### src/rtl/bcd_pkg.sv
// Shared types and helpers for the sequential binary-to-BCD converter.
package bcd_pkg;

  typedef enum logic [1:0] {
    IDLE  = 2'd0,
    SHIFT = 2'd1,
    DONE  = 2'd2
  } state_t;

  localparam int BCD_MAX  = 9999;
  localparam int N_DIGITS = 4;

  typedef struct packed {
    logic        ovf;
    logic [15:0] val;
  } sat_t;

  // Clamp to the largest value four BCD digits can show and flag the clamp.
  function automatic sat_t sat_value(input logic [15:0] v);
    sat_t r;
    if (v > 16'(BCD_MAX)) begin
      r.ovf = 1'b1;
      r.val = 16'(BCD_MAX);
    end else begin
      r.ovf = 1'b0;
      r.val = v;
    end
    return r;
  endfunction

endpackage

### src/rtl/bcd_digit_converter_if.sv
// Start/value request and registered BCD result bundle of the converter.
interface bcd_digit_converter_if #(
  parameter int BIN_W = 14
);
  logic             start;
  logic [BIN_W-1:0] value;
  logic             busy;
  logic             done;
  logic             ovf;
  logic [3:0]       num3;
  logic [3:0]       num2;
  logic [3:0]       num1;
  logic [3:0]       num0;

  modport master (
    output start, value,
    input  busy, done, ovf, num3, num2, num1, num0
  );

  modport slave (
    input  start, value,
    output busy, done, ovf, num3, num2, num1, num0
  );
endinterface

### src/rtl/bcd_dabble_step.sv
// One double-dabble iteration: add 3 to every nibble >= 5, then shift left
// by one with the next binary bit entering at the bottom.
module bcd_dabble_step
  import bcd_pkg::*;
(
  input  logic [15:0] bcd_in,
  input  logic        shift_in,
  output logic [15:0] bcd_out
);

  logic [15:0] adj;
  logic        unused_top_bit;

  for (genvar i = 0; i < N_DIGITS; i++) begin : g_nib
    logic [3:0] nib;
    assign nib            = bcd_in[4*i +: 4];
    assign adj[4*i +: 4]  = (nib >= 4'd5) ? nib + 4'd3 : nib;
  end

  // Final digits are <= 9, so the bit shifted out of the thousands nibble is always 0.
  assign unused_top_bit = adj[15];
  assign bcd_out        = {adj[14:0], shift_in};

endmodule

### src/rtl/bcd_digit_converter.sv
// Sequential binary-to-BCD converter; the four digit registers change only
// on the done cycle so the display never shows a partial result.
//
//   state | meaning
//   IDLE  | waiting for start; captures clamped value on start
//   SHIFT | one dabble step per clock, BIN_W steps in total
//   DONE  | done pulse; new digits and ovf are visible this cycle
module bcd_digit_converter
  import bcd_pkg::*;
#(
  parameter int BIN_W = 14
) (
  input  logic                 clk,
  input  logic                 rst_n,
  bcd_digit_converter_if.slave bus
);

  localparam int CNT_W = $clog2(BIN_W + 1);

  state_t           state_q, state_d;
  logic [BIN_W-1:0] bin_q, bin_d;
  logic [15:0]      bcd_q, bcd_d;
  logic [15:0]      step_out;
  logic [CNT_W-1:0] cnt_q, cnt_d;
  logic             ovf_next_q, ovf_next_d;
  logic             busy_q, busy_d;
  logic             done_q, done_d;
  logic             ovf_q, ovf_d;
  logic [15:0]      num_q, num_d;
  sat_t             sat;

  assign sat = sat_value(16'(bus.value));

  bcd_dabble_step u_step (
    .bcd_in   (bcd_q),
    .shift_in (bin_q[BIN_W-1]),
    .bcd_out  (step_out)
  );

  always_comb begin
    state_d    = state_q;
    bin_d      = bin_q;
    bcd_d      = bcd_q;
    cnt_d      = cnt_q;
    ovf_next_d = ovf_next_q;
    busy_d     = busy_q;
    done_d     = 1'b0;
    ovf_d      = ovf_q;
    num_d      = num_q;

    case (state_q)
      IDLE: begin
        busy_d = 1'b0;
        if (bus.start) begin
          bin_d      = BIN_W'(sat.val);
          ovf_next_d = sat.ovf;
          bcd_d      = '0;
          cnt_d      = CNT_W'(BIN_W);
          busy_d     = 1'b1;
          state_d    = SHIFT;
        end
      end

      SHIFT: begin
        bcd_d = step_out;
        bin_d = {bin_q[BIN_W-2:0], 1'b0};
        cnt_d = cnt_q - CNT_W'(1);
        // Results are loaded on the edge into DONE so they coincide with the done pulse.
        if (cnt_q == CNT_W'(1)) begin
          state_d = DONE;
          num_d   = step_out;
          ovf_d   = ovf_next_q;
          done_d  = 1'b1;
        end
      end

      DONE: begin
        busy_d  = 1'b0;
        state_d = IDLE;
      end

      default: begin
        busy_d  = 1'b0;
        state_d = IDLE;
      end
    endcase
  end

  always_ff @(posedge clk or negedge rst_n) begin
    if (!rst_n) begin
      state_q    <= IDLE;
      bin_q      <= '0;
      bcd_q      <= '0;
      cnt_q      <= '0;
      ovf_next_q <= 1'b0;
      busy_q     <= 1'b0;
      done_q     <= 1'b0;
      ovf_q      <= 1'b0;
      num_q      <= '0;
    end else begin
      state_q    <= state_d;
      bin_q      <= bin_d;
      bcd_q      <= bcd_d;
      cnt_q      <= cnt_d;
      ovf_next_q <= ovf_next_d;
      busy_q     <= busy_d;
      done_q     <= done_d;
      ovf_q      <= ovf_d;
      num_q      <= num_d;
    end
  end

  assign bus.busy = busy_q;
  assign bus.done = done_q;
  assign bus.ovf  = ovf_q;
  assign bus.num3 = num_q[15:12];
  assign bus.num2 = num_q[11:8];
  assign bus.num1 = num_q[7:4];
  assign bus.num0 = num_q[3:0];

endmodule

### src/flat_wrapper.sv
// flat-port wrapper written by rule: the top's interface ports become plain ports
module bcd_digit_converter_flat import bcd_pkg::*;
#(
  parameter int BIN_W = 14
)
  (clk, rst_n, bus_start, bus_value, bus_busy, bus_done, bus_ovf, bus_num3, bus_num2, bus_num1, bus_num0);
  bcd_digit_converter_if #(.BIN_W(BIN_W)) bus_i ();
  input  logic clk;
  input  logic rst_n;
  input wire logic [$bits(bus_i.start)-1:0] bus_start;
  input wire logic [$bits(bus_i.value)-1:0] bus_value;
  output wire logic [$bits(bus_i.busy)-1:0] bus_busy;
  output wire logic [$bits(bus_i.done)-1:0] bus_done;
  output wire logic [$bits(bus_i.ovf)-1:0] bus_ovf;
  output wire logic [$bits(bus_i.num3)-1:0] bus_num3;
  output wire logic [$bits(bus_i.num2)-1:0] bus_num2;
  output wire logic [$bits(bus_i.num1)-1:0] bus_num1;
  output wire logic [$bits(bus_i.num0)-1:0] bus_num0;
  assign bus_i.start = bus_start;
  assign bus_i.value = bus_value;
  assign bus_busy = bus_i.busy;
  assign bus_done = bus_i.done;
  assign bus_ovf = bus_i.ovf;
  assign bus_num3 = bus_i.num3;
  assign bus_num2 = bus_i.num2;
  assign bus_num1 = bus_i.num1;
  assign bus_num0 = bus_i.num0;
  bcd_digit_converter #(.BIN_W(BIN_W)) u_core (.clk(clk), .rst_n(rst_n), .bus(bus_i));
endmodule
### config.mk
export PLATFORM = sky130hd
export DESIGN_NAME = bcd_digit_converter_flat
export DESIGN_NICKNAME = d
export VERILOG_FILES = /design/src/rtl/bcd_pkg.sv /design/src/rtl/bcd_digit_converter_if.sv /design/src/rtl/bcd_dabble_step.sv /design/src/rtl/bcd_digit_converter.sv /design/src/flat_wrapper.sv
export SDC_FILE = /design/constraint.sdc
export NUM_CORES = 1
export LEC_CHECK = 0
export CAP_MARGIN = 0
export CORE_MARGIN = 2
export CORE_UTILIZATION = 55
export DETAILED_ROUTE_END_ITERATION = 12
export PLACE_DENSITY = 0.8
export SYNTH_ARGS = -nofsm -noshare
export SYNTH_HDL_FRONTEND = slang
export SYNTH_SLANG_ARGS = --single-unit
### constraint.sdc
create_clock -name clk -period 3.4 [get_ports clk]
set_clock_uncertainty 0.1 [all_clocks]
set_input_delay 0.34 -clock clk [delete_from_list [all_inputs] [get_ports clk]]
set_output_delay 0.34 -clock clk [all_outputs]
set_load 0.01 [all_outputs]
==> flow_summary_export.csv <==
group,metric,value,unit
sta,rsz0062_at_grt,"no",
placed_design,dp_hpwl,3580,um
critical_path,crit_fanout,24,
sta,finalHoldViolCount,0,
synth,synth-edff-count,0,
synth,async_reset_ff_frac,1.00,
global_routing,antenna_found_initial,0,
critical_path,regToRegStartpoint,"u_core.cnt_q[1]",
die,chipWidth,73.2,um
critical_path,cp-startpoint,"u_core.cnt_q[1]",
synth,synth_nets,280,
outcome,outcome,"completed",
die,die_area,5350,um2
critical_path,r2r_cells,6,
placed_design,routabilityCongestion,0.806,
die,rows,25,
detailed_routing,wirelength,5030,um
critical_path,critPathKind,"reg2reg",
die,initial_utilization,0.564,
detailed_routing,vias,1963,
die,fp.coreArea,4660,um2
power,p_leak,1.40,nW
clock_network,cts_tree,"done",
die,ios,36,
clock_network,postCtsSetupBuffers,0,
critical_path,worst-endpoint-required,3.50,ns
sta,min_period,2.06,ns
synth,syn_area_per_cell,10.4,um2
critical_path,start_kind,"flop",
clock_network,post_cts_resized,0,
synth,synth-seq-cells,56,
detailed_routing,drc_errors,0,
cells_and_area,finalNetCount,313,
global_routing,grtUsageTotal,0.215,
cells_and_area,area_growth,18.3,%
sta,tightestPinTransition,0.817,ns
flow_run,cap_violations,0,
global_routing,grt_max_degree,39,
cells_and_area,n_antenna_cell,0,
critical_path,cp.arrival,2.16,ns
synth,syn_area,2630,um2
sta,period_share,0.605,
synth,yosys.area.top_type,"dfrtp_1",
synth,postSynthCellCount,253,
hold_path,hold_class,"in2async",
critical_path,worstReg2RegEnd,"u_core.num_q[13]",
sta,setup_viol,0,
clock_network,clk_pin_slew_worst_paths,0.10,ns
sta,fin_tns_setup,0,ns
clock_network,cts-root-buf,"clkbuf_8",
clock_network,numCtsBuffers,5,
synth,ys_top_cells_by_area,"dfrtp_1 53%, o21ai_0 6.9%, nand2_1 5.7%",
clock_network,cts.sinks,56,
clock_network,clockBufferDepth,2,
synth,yosysSeqAreaShare,0.533,
global_routing,overflow,0,
synth,ys.flop_type,"dfrtp_1",
power,powerDensity,884,nW/um2
detailed_routing,wl_per_cell,14.8,um
die,dieHeight,73.2,um
cells_and_area,fillers,362,
power,power,2.75,mW
synth,synth_top_area_share,0.533,
synth,ys.warnings.count,0,
detailed_routing,drtIter0Drc,118,
detailed_routing,ant_nets,0,
sta,maxSlewViolCount,0,
critical_path,cp-end-kind,"flop",
global_routing,grt_pass1_vias,1934,
placed_design,portBuffers,35,
global_routing,grt_pass1_wl,8860,um
clock_network,insertion_delay,0.31,ns
power,ir_worst_vdd,365,uV
detailed_routing,dr.pass1.iters,5,
cells_and_area,drive_gt1_frac,0.108,
clock_network,cts_max_level,2,
clock_network,cts-hold-fix-buffers,0,
detailed_routing,via_per_inst,5.76,
synth,synth.distinct_cells,36,
sta,relSlewSlack,0.456,
critical_path,endpoint,"u_core.num_q[13]",
sta,max_freq,486,MHz
critical_path,ff2ff_setup_slack,1.34,ns
[flip-flops by register name (all words and copies together), names as in the netlist]
name               cells
u_core.bcd_q          16
u_core.num_q          16
u_core.bin_q          14
u_core.cnt_q           4
u_core.state_q         2
u_core.bus.busy        1
u_core.bus.done        1
u_core.bus.ovf         1
u_core.ovf_next_q      1
[routing by layer]
layer | track usage | part of all wire | vias up
met5 | 0 | 0 | -
met4 | 0.0782 | 0.019 | 0
met3 | 0.0414 | 0.045 | 10
met2 | 0.359 | 0.50 | 62
met1 | 0.278 | 0.44 | 938
li1 | - | - | 953
[cell type report]
class                      count  area, um2  area share
clock buffer                   5       68.8      0.0221
clock inverter                 3       46.3      0.0149
inverter                      14       52.6      0.0169
multi-input combinational    172       1110       0.358
sequential                    56       1400       0.451
tap                           54       67.6      0.0217
timing repair buffer          37        360       0.116
[kinds of logic after synthesis]
| kind of cell | after synthesis | synth area share |
|---|---|---|
| xor+xnor | 4 | 0.0133 |
| simple gates | 69 | 0.140 |
| mux | 7 | 0.0300 |
| flops | 56 | 0.533 |
| buf+inv | 25 | 0.0452 |
| compound gates | 82 | 0.191 |
| fa+ha+maj | 10 | 0.0476 |
[synth_stat cells (4+ instances only)]
master and instances:
nand2b_1 5, a21oi_1 12, xnor2_1 4, nor3_1 5, o211ai_1 6, or3b_2 4, o21ai_0 36, a22oi_1 8
buf_2 5, ha_1 10, dfrtp_1 56, a31oi_1 5, inv_1 13, nand2_1 40, mux2_2 7, a22o_1 5
a21o_1 4
[worst min path at each step]
stage                              to  slack [ns]  cells past startpoint
floorplan             u_core.bcd_q[0]       -0.06                      0
global placement    u_core.ovf_next_q        0.36                      2
detailed placement    u_core.num_q[9]        0.37                      2
CTS                  u_core.num_q[10]        0.04                      1
global route          u_core.num_q[6]        0.09                      1
finish               u_core.num_q[10]       0.007                      1
[layout by cell type, fill, tap and decap left out, drive strengths merged, types with 6 or more instances in the layout]
cell / count
a21oi: 13
a22oi: 8
clkdlybuf4s50: 34
dfrtp: 56
ha: 10
inv: 15
mux2: 7
nand2: 41
o211ai: 6
o21ai: 36
[where the power goes]
part           switching, mW  total, mW  internal [mW]
Clock                  0.224      0.446          0.222
Sequential             0.220       1.17          0.948
Combinational          0.569       1.14          0.567
Total                   1.01       2.75           1.74
[stage by stage]
stage / hold WS, ns / cell area [um2] / std cells / utilization / setup slack (ns)
3_5_place_dp: 0.370 / 3000 / 333 / 0.643 / 1.36
3_3_place_gp: 0.360 / 3000 / 333 / 0.643 / 1.43
6_report: 0.00689 / 3110 / 341 / 0.667 / 1.34
2_1_floorplan: -0.0556 / 2630 / 253 / - / 1.76
4_1_cts: 0.0440 / 3110 / 341 / 0.667 / 1.33
5_1_grt: 0.0895 / 3110 / 341 / 0.667 / 1.18
[critical path, cell delays in order (launching register included)]
cell	delay (ns)
dfrtp_1	0.40
inv_1	0.08
ha_1	0.13
nor3b_2	0.47
nand2_4	0.25
inv_2	0.17
mux2_2	0.34
No activity file was read; power rests on OpenSTA's default activity.
